### src/rtl/bus_master_req.sv
// Bus initiator for one master port of the shared bus: requests the bus, runs a burst of
// single-cycle reads or writes at consecutive addresses, then releases the bus.
module bus_master_req #(
  parameter int unsigned ADDR_W = 8,
  parameter int unsigned DATA_W = 32,
  parameter int unsigned LEN_W  = 4
) (
  input  logic              clk,
  input  logic              reset_n,
  input  logic              start,
  input  logic              op_wr,
  input  logic [ADDR_W-1:0] base_addr,
  input  logic [LEN_W-1:0]  len,
  input  logic [DATA_W-1:0] seed,
  input  logic              m_grant,
  input  logic [DATA_W-1:0] m_din,
  output logic              m_req,
  output logic              m_wr,
  output logic [ADDR_W-1:0] m_addr,
  output logic [DATA_W-1:0] m_dout,
  output logic              busy,
  output logic              done,
  output logic [DATA_W-1:0] rd_sum
);

  localparam logic [1:0] StIdle = 2'd0;
  localparam logic [1:0] StReq  = 2'd1;
  localparam logic [1:0] StXfer = 2'd2;
  localparam logic [1:0] StDone = 2'd3;

  logic [1:0]        state_q, state_d;
  logic              op_q, op_d;
  logic [ADDR_W-1:0] base_q, base_d;
  logic [LEN_W-1:0]  len_q, len_d;
  logic [DATA_W-1:0] seed_q, seed_d;
  logic [LEN_W-1:0]  beat_q, beat_d;
  logic [DATA_W-1:0] rd_sum_q, rd_sum_d;
  logic              last_beat;
  logic              in_xfer;

  // len - 1 wraps to all ones for len == 0, giving the full 2^LEN_W beat burst.
  assign last_beat = (beat_q == (len_q - LEN_W'(1)));
  assign in_xfer   = (state_q == StXfer);

  always_comb begin
    state_d  = state_q;
    op_d     = op_q;
    base_d   = base_q;
    len_d    = len_q;
    seed_d   = seed_q;
    beat_d   = beat_q;
    rd_sum_d = rd_sum_q;
    unique case (state_q)
      StIdle: begin
        if (start) begin
          state_d  = StReq;
          op_d     = op_wr;
          base_d   = base_addr;
          len_d    = len;
          seed_d   = seed;
          beat_d   = '0;
          rd_sum_d = '0;
        end
      end
      StReq: begin
        if (m_grant) state_d = StXfer;
      end
      StXfer: begin
        if (m_grant) begin
          beat_d = beat_q + LEN_W'(1);
          if (!op_q) rd_sum_d = rd_sum_q + m_din;
          if (last_beat) state_d = StDone;
        end
      end
      StDone: state_d = StIdle;
      default: state_d = StIdle;
    endcase
  end

  always_ff @(posedge clk or negedge reset_n) begin
    if (!reset_n) begin
      state_q  <= StIdle;
      op_q     <= 1'b0;
      base_q   <= '0;
      len_q    <= '0;
      seed_q   <= '0;
      beat_q   <= '0;
      rd_sum_q <= '0;
    end else begin
      state_q  <= state_d;
      op_q     <= op_d;
      base_q   <= base_d;
      len_q    <= len_d;
      seed_q   <= seed_d;
      beat_q   <= beat_d;
      rd_sum_q <= rd_sum_d;
    end
  end

  // Bus drive is decoded from state so reset removes the request without waiting for an edge.
  assign m_req  = (state_q == StReq) || in_xfer;
  assign m_wr   = in_xfer && op_q && m_grant;
  assign m_addr = in_xfer ? (base_q + ADDR_W'(beat_q)) : '0;
  assign m_dout = (in_xfer && op_q) ? (seed_q + DATA_W'(beat_q)) : '0;
  assign busy   = (state_q != StIdle);
  assign done   = (state_q == StDone);
  assign rd_sum = rd_sum_q;

endmodule

### config.mk
export PLATFORM = sky130hd
export DESIGN_NAME = bus_master_req
export DESIGN_NICKNAME = d
export VERILOG_FILES = /design/src/rtl/bus_master_req.sv
export SDC_FILE = /design/constraint.sdc
export NUM_CORES = 1
export LEC_CHECK = 0
export ABC_AREA = 1
export BUFFER_PORTS_ARGS = -buffer_cell sky130_fd_sc_hd__buf_2
export CAP_MARGIN = 20
export CORE_MARGIN = 2
export CORE_UTILIZATION = 40
export DETAILED_ROUTE_END_ITERATION = 10
export SLEW_MARGIN = 20
export SYNTH_ARGS = -nofsm -noshare
export SYNTH_HDL_FRONTEND = slang
export SYNTH_SLANG_ARGS = --single-unit
### constraint.sdc
create_clock -name clk -period 3.4 [get_ports clk]
set_input_delay 0.68 -clock clk [delete_from_list [all_inputs] [get_ports clk]]
set_output_delay 0.68 -clock clk [all_outputs]
set_load 0.05 [all_outputs]
==> impl_results.md, run 1 <==
- Async SR Flop Fraction: 100%
- Synthesized instance count: ~1,000
- Number of global-route vias before repair: around 6,400
- Total negative setup slack: 0 ns
- Largest fanout on the critical path: 6
- CTS max path bufs: 2
- Avg Inst Size Synth: roughly 6.7 sq um
- Bufs and invs on worst path: 1
- FMAX: 0.313 GHz
- Drt drc: 0
- Met2 usage: roughly 35%
- Post-route worst setup slack: between 0.2 and 0.25 ns
- Number of synthesized flops with an enable pin: 0
- Grt ovf: 0
- Post_cts resized: 0
- RePlAce Congestion: approximately 0.94
- # fillers: about 1,900
- Final Total Pwr: roughly 6900 uW
- GRT met3 Usage: approximately 4.3%
- I/O Pins: around 160
- Top FF cell, synth: dfrtp_1
- Slowest-stage cell, CP: dfrtp_1
- Status: completed
- Adder-cell share of the synthesized area: around 9%
- Worst setup EP type: output port
- CTS buffer count: 9
- Worst-Skew Late Latency: ~0.35 ns
- Fraction of layout cells with a size suffix above 1: a little over a fifth
- DP Worst Slack: 0.578 ns
- Simple-gate share of the synthesized area: around a third
- Least-Margin Pin Slew: around 0.64 ns
- Final layout net count: 1,333
- Most Crowded Layer GR: met2
- Reg-to-Reg End: rd_sum[16]
- Syn Nets: between 1,000 and 1,500
- Wirelength per Cell: about 14 um
- I/O Buffers: 156
- H-Tree Depth: 3
- Pre-Repair DR Iteration Count: 5
- Power Density: slightly above 800 nW/um^2
- Count of final setup violators: 0
- Final Slew Violations: 0
- FF+latch count, synth: between 80 and 90
- Post-Layout Inst Area: approximately 8400 sq um
- LEAKAGE: between 0.004 and 0.005 uW
- Final clock period utilization by the worst path: 94.0%
- Hold-fix buffers, CTS: 0
- Worst slew margin: 57.1%
- Fin cells: 1,433
- Critical path, cell by cell: ha_1, fa_1, nand3_1, nand3_2, nand2_4, nor2_1, nand2_1, xor2_1, nor2_1, buf_2
- FF/Latch Area: a little over 2000 sq um
- Drt total wl: ~20,000 um
- Max-cap viol count: 0
- Starting DRT DRC Count: 356
- Area of the multi-input gates: about 4300 sq um
- CP Launch Type: flop
- Reg2reg path depth: 11
- # rows: 48
- Die H: about 140 um
- GRT Util Overall: 21.9%
- Postcts setup bufs: 0
- Largest net degree at the start of global routing: 47
- Post-Route Skew: roughly 0.012 ns
- Starting Density: around two fifths
- Post-DP HPWL: approximately 16,000 um
- CTS Sinks: a little over 80
- Critical R2R Launch: state_q[0]
- Most used cell, CP: nor2_1
- Main combinational cell family by area after synthesis: simple AND/OR/NAND/NOR gates
- WP data required: 2.72 ns
- Total number of vias: a little under 7,000
- CP delay by family, top: simple AND/OR/NAND/NOR gates
- Compound-Gate Fraction of Synth Area: slightly below 9%
- Placeable Area: roughly 17,000 sq um
- Number of distinct library cells after synthesis: 45
- Antenna violations before repair: 0
- CTS tree: done
- Total die area: 18,700 sq um
- Inserted Diodes: 0
- Post-synthesis sequential area ratio: 29.4%
- Mux contribution to synthesized area: 5.26%
- First-pass GRT wire length: roughly 32,000 um
- Critical path data arrival time: ~2.5 ns
- Met1 Track Usage GR: a little under a third
- Synth warnings: 0
- Period minus WS final: roughly 3.2 ns
- Die Span X: between 100 and 150 um
- Internal reg-to-reg setup slack: around 1.2 ns
- Hold crit path type: in -> async
- Root buffer cell: clkbuf_16
- Layout overhead on the synthesized area: 18.6%
- Xor and xnor fraction of the mapped netlist area: between 2 and 3%
- Via/cell ratio: around 4.8
- Placed instance count: 1,417
- Post-synthesis instance area: between 7000 and 8000 sq um
- RSZ-0062 raised after global routing: false
- Max incr delay on CP: about 0.45 ns
- Hold Violations, Final: 0
- Kind of critical path: reg -> out
- Routed Antenna Nets: 0
- Placed Area: 8090 sq um
- Max IR drop VDD: 0.656 mV
- Worst-path clk slew: 0.07 ns
## worst max path at each step
stage / from / to / depth (start not counted) / slack [ns]
after floorplan: beat_q[0] / m_dout[16] / 8 / 0.08
after global placement: beat_q[0] / m_dout[22] / 10 / 0.61
after detailed placement: beat_q[0] / m_dout[22] / 10 / 0.58
after CTS: beat_q[0] / m_dout[16] / 9 / 0.19
after global routing: beat_q[0] / m_dout[16] / 9 / 0.02
final: beat_q[0] / m_dout[22] / 10 / 0.21
## synthesized netlist by cell type (3+ instances only)
cell type,n,area (sq um)
nand2_2,4,25.0
o21ai_1,7,35.0
xnor2_1,8,70.1
buf_2,5,25.0
ha_1,46,576
buf_4,4,30.0
o21ai_0,24,120
a21oi_1,55,275
dfrtp_1,83,2080
xor2_1,15,131
nor3_1,11,55.1
a21oi_2,6,52.6
inv_1,153,574
nor2_1,109,409
inv_2,6,22.5
mux2_2,33,372
clkbuf_1,6,22.5
nand3_1,50,250
nor2_2,6,37.5
nand2_1,359,1350
o21ai_2,8,70.1
nand4_1,10,62.6
nand3_2,4,40.0
nor3_2,4,40.0
fa_1,3,60.1
## per-stage QoR
stage | utilization (%) | hold WS [ns]
floorplan | - | 0.384
global placement | 46.8 | 0.487
detailed placement | 46.8 | 0.497
CTS | 48.4 | 0.320
global route | 48.4 | 0.330
finish | 48.4 | 0.286
## routing by layer
metal  wire length [um]  part of all wire [%]
met5                  0                     0
met4                186                  0.93
met3                918                   4.6
met2               8830                    44
met1              10100                    50
## power breakdown
| part | internal (uW) | switching (uW) | total (uW) |
|---|---|---|---|
| clock network | 523 | 453 | 976 |
| registers | 1390 | 438 | 1820 |
| logic | 1260 | 2850 | 4110 |
## flip-flops by register name, summed over array words and instances, names as in the netlist
name / cells
op_q: 1
beat_q: 4
seed_q: 32
state_q: 2
base_q: 8
len_q: 4
rd_sum: 32
## cell usage in the layout (no fill, tap or decap), types with 4 or more instances in the layout
cell and n:
a21oi_2 6, o21ai_0 24, a21oi_1 55, nor3_2 4, xor2_1 15, o21ai_1 7
mux2_2 33, nand2_2 5, o21ai_2 8, ha_1 46, nand3_2 4, nand4_1 10
nand3_1 50, clkbuf_16 9, xnor2_1 8, nand2_1 358, buf_2 154, buf_4 4
nor2_2 6, nor2_1 109, inv_1 153, dfrtp_1 83, inv_2 6, nor3_1 11
## layout make-up
class | count | share of cell area, %
clock buffer | 10 | 2.85
clock inverter | 6 | 0.538
inverter | 160 | 7.20
multi-input combinational | 789 | 51.2
sequential | 83 | 24.8
tap | 225 | 3.36
timing repair buffer | 160 | 10.0
## cells by family after synthesis
group,after synthesis
and+or+nand+nor,575
buffers and inverters,176
AOI/OAI and AO/OA,109
DFF,83
adders and majority gates,49
muxes,33
xor gates and xnor gates,23
(Power assumes the default switching activity.)
==> run 2: changes to the inputs <==
- ABC_AREA: 1 -> unset
==> run 2 against run 1 <==
Critical path depth is the same; design area shrank 13%; flip-flop and latch count is the same; sequential share of layout area grew 3.8 points; sequential power shrank 4%; count of clock-buffer cells in the layout shrank 1; die area shrank 17%; final cell count shrank 32%; worst setup slack lost 0.086 ns; clock power grew 9%; via count shrank 26%; largest power group unchanged.
==> impl_results.md, run 2 <==
- Status: completed
- Post-route worst setup slack: ~0.12 ns
- Worst-path clk slew: ~0.06 ns
- I/O Buffers: about 160
- Adder-cell share of the synthesized area: a little over a tenth
- CTS tree: done
- I/O Pins: approximately 160
- Post-synthesis instance area: between 5000 and 6000 sq um
- Switching Fraction: a little under half
- Syn Nets: around 750
- Post-Route Skew: roughly 0.0074 ns
- Main combinational cell family by area after synthesis: simple AND/OR/NAND/NOR gates
- Slowest-stage cell, CP: dfrtp_1
- Most common cell after layout, fill and taps aside: buf_2
- Starting Density: 40.5%
- Grt ovf: 0
- Fin cells: about 970
- NetSw: between 2000 and 3000 uW
- Avg Inst Size Synth: roughly 9.5 sq um
- Top FF cell, synth: dfrtp_1
- Total number of vias: a little over 5,000
- Worst-Skew Late Latency: around 0.34 ns
- Count leader, synth: dfrtp_1
- Layout overhead on the synthesized area: 24.9%
- Number of synthesized flops with an enable pin: 0
- Pre-Repair DR Iteration Count: 4
- Share of the synthesized area in the top cell type: 35.7%
- Reg2reg path depth: 10
- FF/Latch Area: approximately 2100 sq um
- Largest net degree at the start of global routing: 84
- Drt total wl: between 10,000 and 15,000 um
- Largest fanout on the critical path: 4
- Number of global-route vias before repair: between 5,000 and 6,000
- Power Density: between 800 and 900 nW/um^2
- Worst slew margin: between 40% and 50%
- Compound-Gate Fraction of Synth Area: 16.0%
- Via/cell ratio: 5.23
- Async SR Flop Fraction: 100%
- Placed instance count: 952
- Logic gate share of total power: 53.9%
- Final Slew Violations: 0
- CP Launch Type: flop
- FMAX: around 0.30 GHz
- Post-DP HPWL: around 11,000 um
- RSZ-0062 raised after global routing: true
- Routed Antenna Nets: 0
- Largest cells by area after synthesis: dfrtp_1 36%, ha_1 9.9%, mux2_2 8.9%
- CTS max path bufs: 2
- Post-synthesis sequential area ratio: 35.7%
- Max incr delay on CP: about 0.42 ns
- Count of final setup violators: 0
- Area leader, netlist: dfrtp_1
- Synth top cells by count: 83 x dfrtp_1, 60 x nand2_1, 49 x nor2_1
- Root buffer cell: clkbuf_16
- GRT Util Overall: between 10% and 20%
- Die Span X: 125 um
- Clock power share: 17.4%
- Synth warnings: 0
- Final layout net count: slightly above 900
- Simple-gate share of the synthesized area: 16.6%
- Kind of critical path: reg -> out
- Placeable Area: approximately 14,000 sq um
- CTS buffer count: 9
- Xor and xnor fraction of the mapped netlist area: between 9 and 10%
- Starting DRT DRC Count: ~220
- Die H: approximately 120 um
- Worst hold slack: between 0.4 and 0.5 ns
- First-pass GRT wire length: 25,400 um
- Max IR drop VDD: approximately 0.31 mV
- DP Worst Slack: approximately 0.25 ns
- Total die area: between 15,000 and 20,000 sq um
- Inserted Diodes: 0
- Total negative setup slack: 0 ns
- CTS Sinks: 83
- Worst setup EP type: output port
- Max-cap viol count: 0
- Antenna violations before repair: 0
- Wirelength per Cell: around 15 um
- Fraction of layout cells with a size suffix above 1: between 30 and 40%
- Most used cell, CP: a21o_1
- Hold crit path type: in -> async
- Mux contribution to synthesized area: ~9.2%
- LEAKAGE: about 0.0036 uW
- Hold Violations, Final: 0
- Flop pwr share: approximately 29%
- Final clock period utilization by the worst path: a little over nine tenths
- FF+latch count, synth: between 80 and 90
- # rows: 44
- Least-Margin Pin Slew: a little under 0.8 ns
- Period minus WS final: 3.28 ns
- Final core occ: 50.6%
- Number of distinct library cells after synthesis: 52
- Critical path data arrival time: about 2.6 ns
- Commonest cells after routing, fill and taps aside: 151 x buf_2, 82 x dfrtp_1, 59 x nand2_1, 47 x nor2_1
- Hold-fix buffers, CTS: 0
- # fillers: 1,359
- Drt drc: 0
- Critical path, cell by cell: ha_1, a21o_1, a21o_1, a21oi_2, nor4_4, and4_2, nand4_1, xor2_1, nor2_1, clkbuf_4
- WP data required: between 2 and 3 ns
- Int Pwr: roughly 3200 uW
- Area of the multi-input gates: around 3700 sq um
- H-Tree Depth: 3
- Synthesized instance count: about 620
- RePlAce Congestion: between 0.8 and 0.9
run 2: timing repair:
action | CTS | global route
pin swaps | 2 | 2
buffers inserted | 0 | 3
resized for setup | 3 | 10
endpoints found under the setup margin | 6 | 10
run 2: through the flow:
step / instance area (sq um) / power (uW)
6_report: 7270 / 6100
3_3_place_gp: 6890 / 4950
2_1_floorplan: 5830 / 4230
3_5_place_dp: 6890 / 5030
4_1_cts: 7210 / 6140
5_1_grt: 7270 / 6550
run 2: cell type report:
type / instances / share of cell area [%]
Clock inverter: 7 / 1.27
Timing Repair Buffer: 173 / 12.8
Clock buffer: 9 / 3.10
Multi-Input combinational cell: 502 / 50.4
Tap cell: 184 / 3.17
Sequential cell: 83 / 28.6
Inverter: 13 / 0.671
run 2: layer usage:
| layer | share of wire (%) | up-vias | track usage, % |
|---|---|---|---|
| li1 | - | 2526 | - |
| met4 | 1.6 | 0 | 5.95 |
| met3 | 5.0 | 16 | 3.61 |
| met5 | 0 | - | 0 |
| met2 | 48 | 150 | 34.1 |
| met1 | 45 | 2386 | 25.5 |
run 2: worst paths after layout:
kind                           start          to  slack [ns]
max in group asynchronous    reset_n   seed_q[7]        2.43
hold / removal               reset_n   base_q[5]        0.41
min in group clk           rd_sum[7]   rd_sum[7]        0.51
setup / recovery           seed_q[1]  m_dout[27]        0.12
setup reg to reg           rd_sum[2]  rd_sum[31]        0.62
hold reg to reg            rd_sum[7]   rd_sum[7]        0.51
run 2: worst max-delay path: cells and delay by family, from the launching register on:
kind / cells / cell delay (ns)
xor+xnor: 1 / 0.15
fa+ha+maj: 1 / 0.31
buf+inv: 1 / 0.22
simple gates: 4 / 0.51
compound gates: 3 / 0.67
flops: 1 / 0.42
run 2: power groups by stage:
stage | Sequential, uW | Clock [uW] | Combinational (uW)
6_report | 1750 | 1060 | 3290
5_1_grt | 1810 | 1130 | 3600
4_1_cts | 1740 | 1090 | 3300
3_5_place_dp | 1760 | 0 | 3270
3_3_place_gp | 1730 | 0 | 3220
2_1_floorplan | 1950 | 0 | 2280
run 2: kinds of logic after synthesis:
| family | after synthesis |
|---|---|
| AOI/OAI and AO/OA | 145 |
| buffers and inverters | 30 |
| DFF | 83 |
| and+or+nand+nor | 196 |
| muxes | 48 |
| xor gates and xnor gates | 64 |
| adders and majority gates | 49 |
==> run 3: changes to the inputs <==
- REMOVE_ABC_BUFFERS: unset -> 1
==> run 3 against run 2 <==
Worst setup slack gained 0.036 ns; combinational power is essentially flat; largest cell class unchanged; non-clock buffer count rose by 1; worst hold slack got worse by 0.096 ns; sequential share of layout area is essentially flat; clock power is 8% lower; count of clock-buffer cells in the layout rose by 2.
==> impl_results.md, run 3 (synthesis results as in run 2) <==
- Final layout net count: 913
- H-Tree Depth: 3
- Die Span X: approximately 120 um
- Max IR drop VDD: approximately 0.31 mV
- Placeable Area: between 10,000 and 15,000 sq um
- Final Slew Violations: 0
- Count of final setup violators: 0
- Starting Density: roughly two fifths
- Met2 usage: between 30% and 40%
- Number of global-route vias before repair: ~5,000
- Wirelength per Cell: between 10 and 15 um
- Via/cell ratio: between 5 and 6
- Routed Antenna Nets: 0
- Fin cells: roughly 1,000
- Least-Margin Pin Slew: 0.776 ns
- WP data required: between 2 and 3 ns
- Hold Violations, Final: 0
- Antenna violations before repair: 2
- First-pass GRT wire length: 24,000 um
- Largest net degree at the start of global routing: between 40 and 50
- LEAKAGE: 0.00362 uW
- Hold crit path type: in -> async
- Drt drc: 0
- Worst-Skew Late Latency: 0.34 ns
- Total negative setup slack: 0 ns
- Root buffer cell: clkbuf_16
- Total number of vias: 5,029
- Drt total wl: 14,500 um
- Fraction of layout cells with a size suffix above 1: 31.9%
- I/O Buffers: between 150 and 200
- CTS max path bufs: 2
- CTS tree: done
- Total die area: ~16,000 sq um
- Pre-Repair DR Iteration Count: 4
- Placed Area: 6910 sq um
- Period minus WS final: roughly 3.2 ns
- Final clock period utilization by the worst path: roughly 95%
- Post-DP HPWL: 11,000 um
- Post-Route Skew: approximately 0.0048 ns
- RePlAce Congestion: 0.886
- GRT met3 Usage: roughly 4.3%
- Post-Layout Inst Area: around 7300 sq um
- Worst-path clk slew: approximately 0.06 ns
- Die H: about 120 um
- Kind of critical path: reg -> out
- Starting DRT DRC Count: roughly 170
- Max-cap viol count: 0
- Met1 Track Usage GR: between 20% and 30%
- GRT Util Overall: a little under a fifth
- Placed instance count: ~950
- # rows: 44
- Final Total Pwr: 6010 uW
- CTS buffer count: 9
- Layout overhead on the synthesized area: 24.6%
- Grt ovf: 0
- Power Density: 828 nW/um^2
- Most common cell after layout, fill and taps aside: buf_2
- Most Crowded Layer GR: met2
- CTS Sinks: a little over 80
- Worst slew margin: between 40 and 50%
- CP Launch Type: flop
- FMAX: between 0.3 and 0.4 GHz
- Worst setup EP type: output port
- Critical path data arrival time: ~2.6 ns
- Commonest cells after routing, fill and taps aside: 148 x buf_2, 83 x dfrtp_1, 58 x nand2_1, 49 x nor2_1
- Largest fanout on the critical path: 5
- Status: completed
- I/O Pins: between 150 and 200
## run 3: per-layer routing
| metal | share of wire, % | vias to the layer above |
|---|---|---|
| met1 | 47 | 2372 |
| met4 | 1.1 | 2 |
| met3 | 5.2 | 12 |
| li1 | - | 2531 |
| met2 | 46 | 112 |
| met5 | 0.076 | - |
## run 3: worst max-delay path: stages (launching register included)
cell	delay, ns
dfrtp_1	0.38
ha_1	0.22
fa_1	0.41
a21o_1	0.21
a21oi_4	0.19
buf_4	0.17
nor2_1	0.07
nand2_1	0.10
xor2_1	0.07
nor2_1	0.12
buf_2	0.28
## run 3: repair_timing
item                       CTS  global route
buffers inserted             2             1
gates resized for setup      2            16
pin swaps                    2             3
hold buffers                 0             0
setup endpoints to repair    4            16
## run 3: final cells by class
cell class	instances	area, sq um
inverter	13	48.8
fill	1366	7110
tap	184	230
clock buffer	11	243
clock inverter	3	40.0
sequential	83	2080
antenna	1	2.50
timing repair buffer	174	960
multi-input combinational	502	3650
## run 3: path summary, 6_finish.rpt
| check | from | to | slack, ns | cells past startpoint |
|---|---|---|---|---|
| worst min register to register | rd_sum[26] | rd_sum[26] | 0.51 | 2 |
| max in group asynchronous | reset_n | seed_q[26] | 2.47 | 2 |
| worst max-delay path | seed_q[0] | m_dout[8] | 0.16 | 10 |
| min in group clk | rd_sum[26] | rd_sum[26] | 0.51 | 2 |
| worst min-delay path | reset_n | base_q[1] | 0.32 | 1 |
| worst max register to register | rd_sum[0] | rd_sum[28] | 0.71 | 12 |
## run 3: power breakdown
group / leakage (uW) / switching [uW] / internal, uW
sequential: 0.00105 / 365 / 1370
clock: 0.000141 / 396 / 579
combinational: 0.00244 / 2060 / 1230
total: 0.00362 / 2820 / 3180
## run 3: through the flow
step	worst slack [ns]	hold WS, ns	util [%]
finish	0.155	0.315	50.5
global route	-0.00810	0.345	50.5
CTS	0.00976	0.331	50.2
detailed placement	0.293	0.499	48.1
global placement	0.306	0.489	47.9
floorplan	-0.113	0.384	-
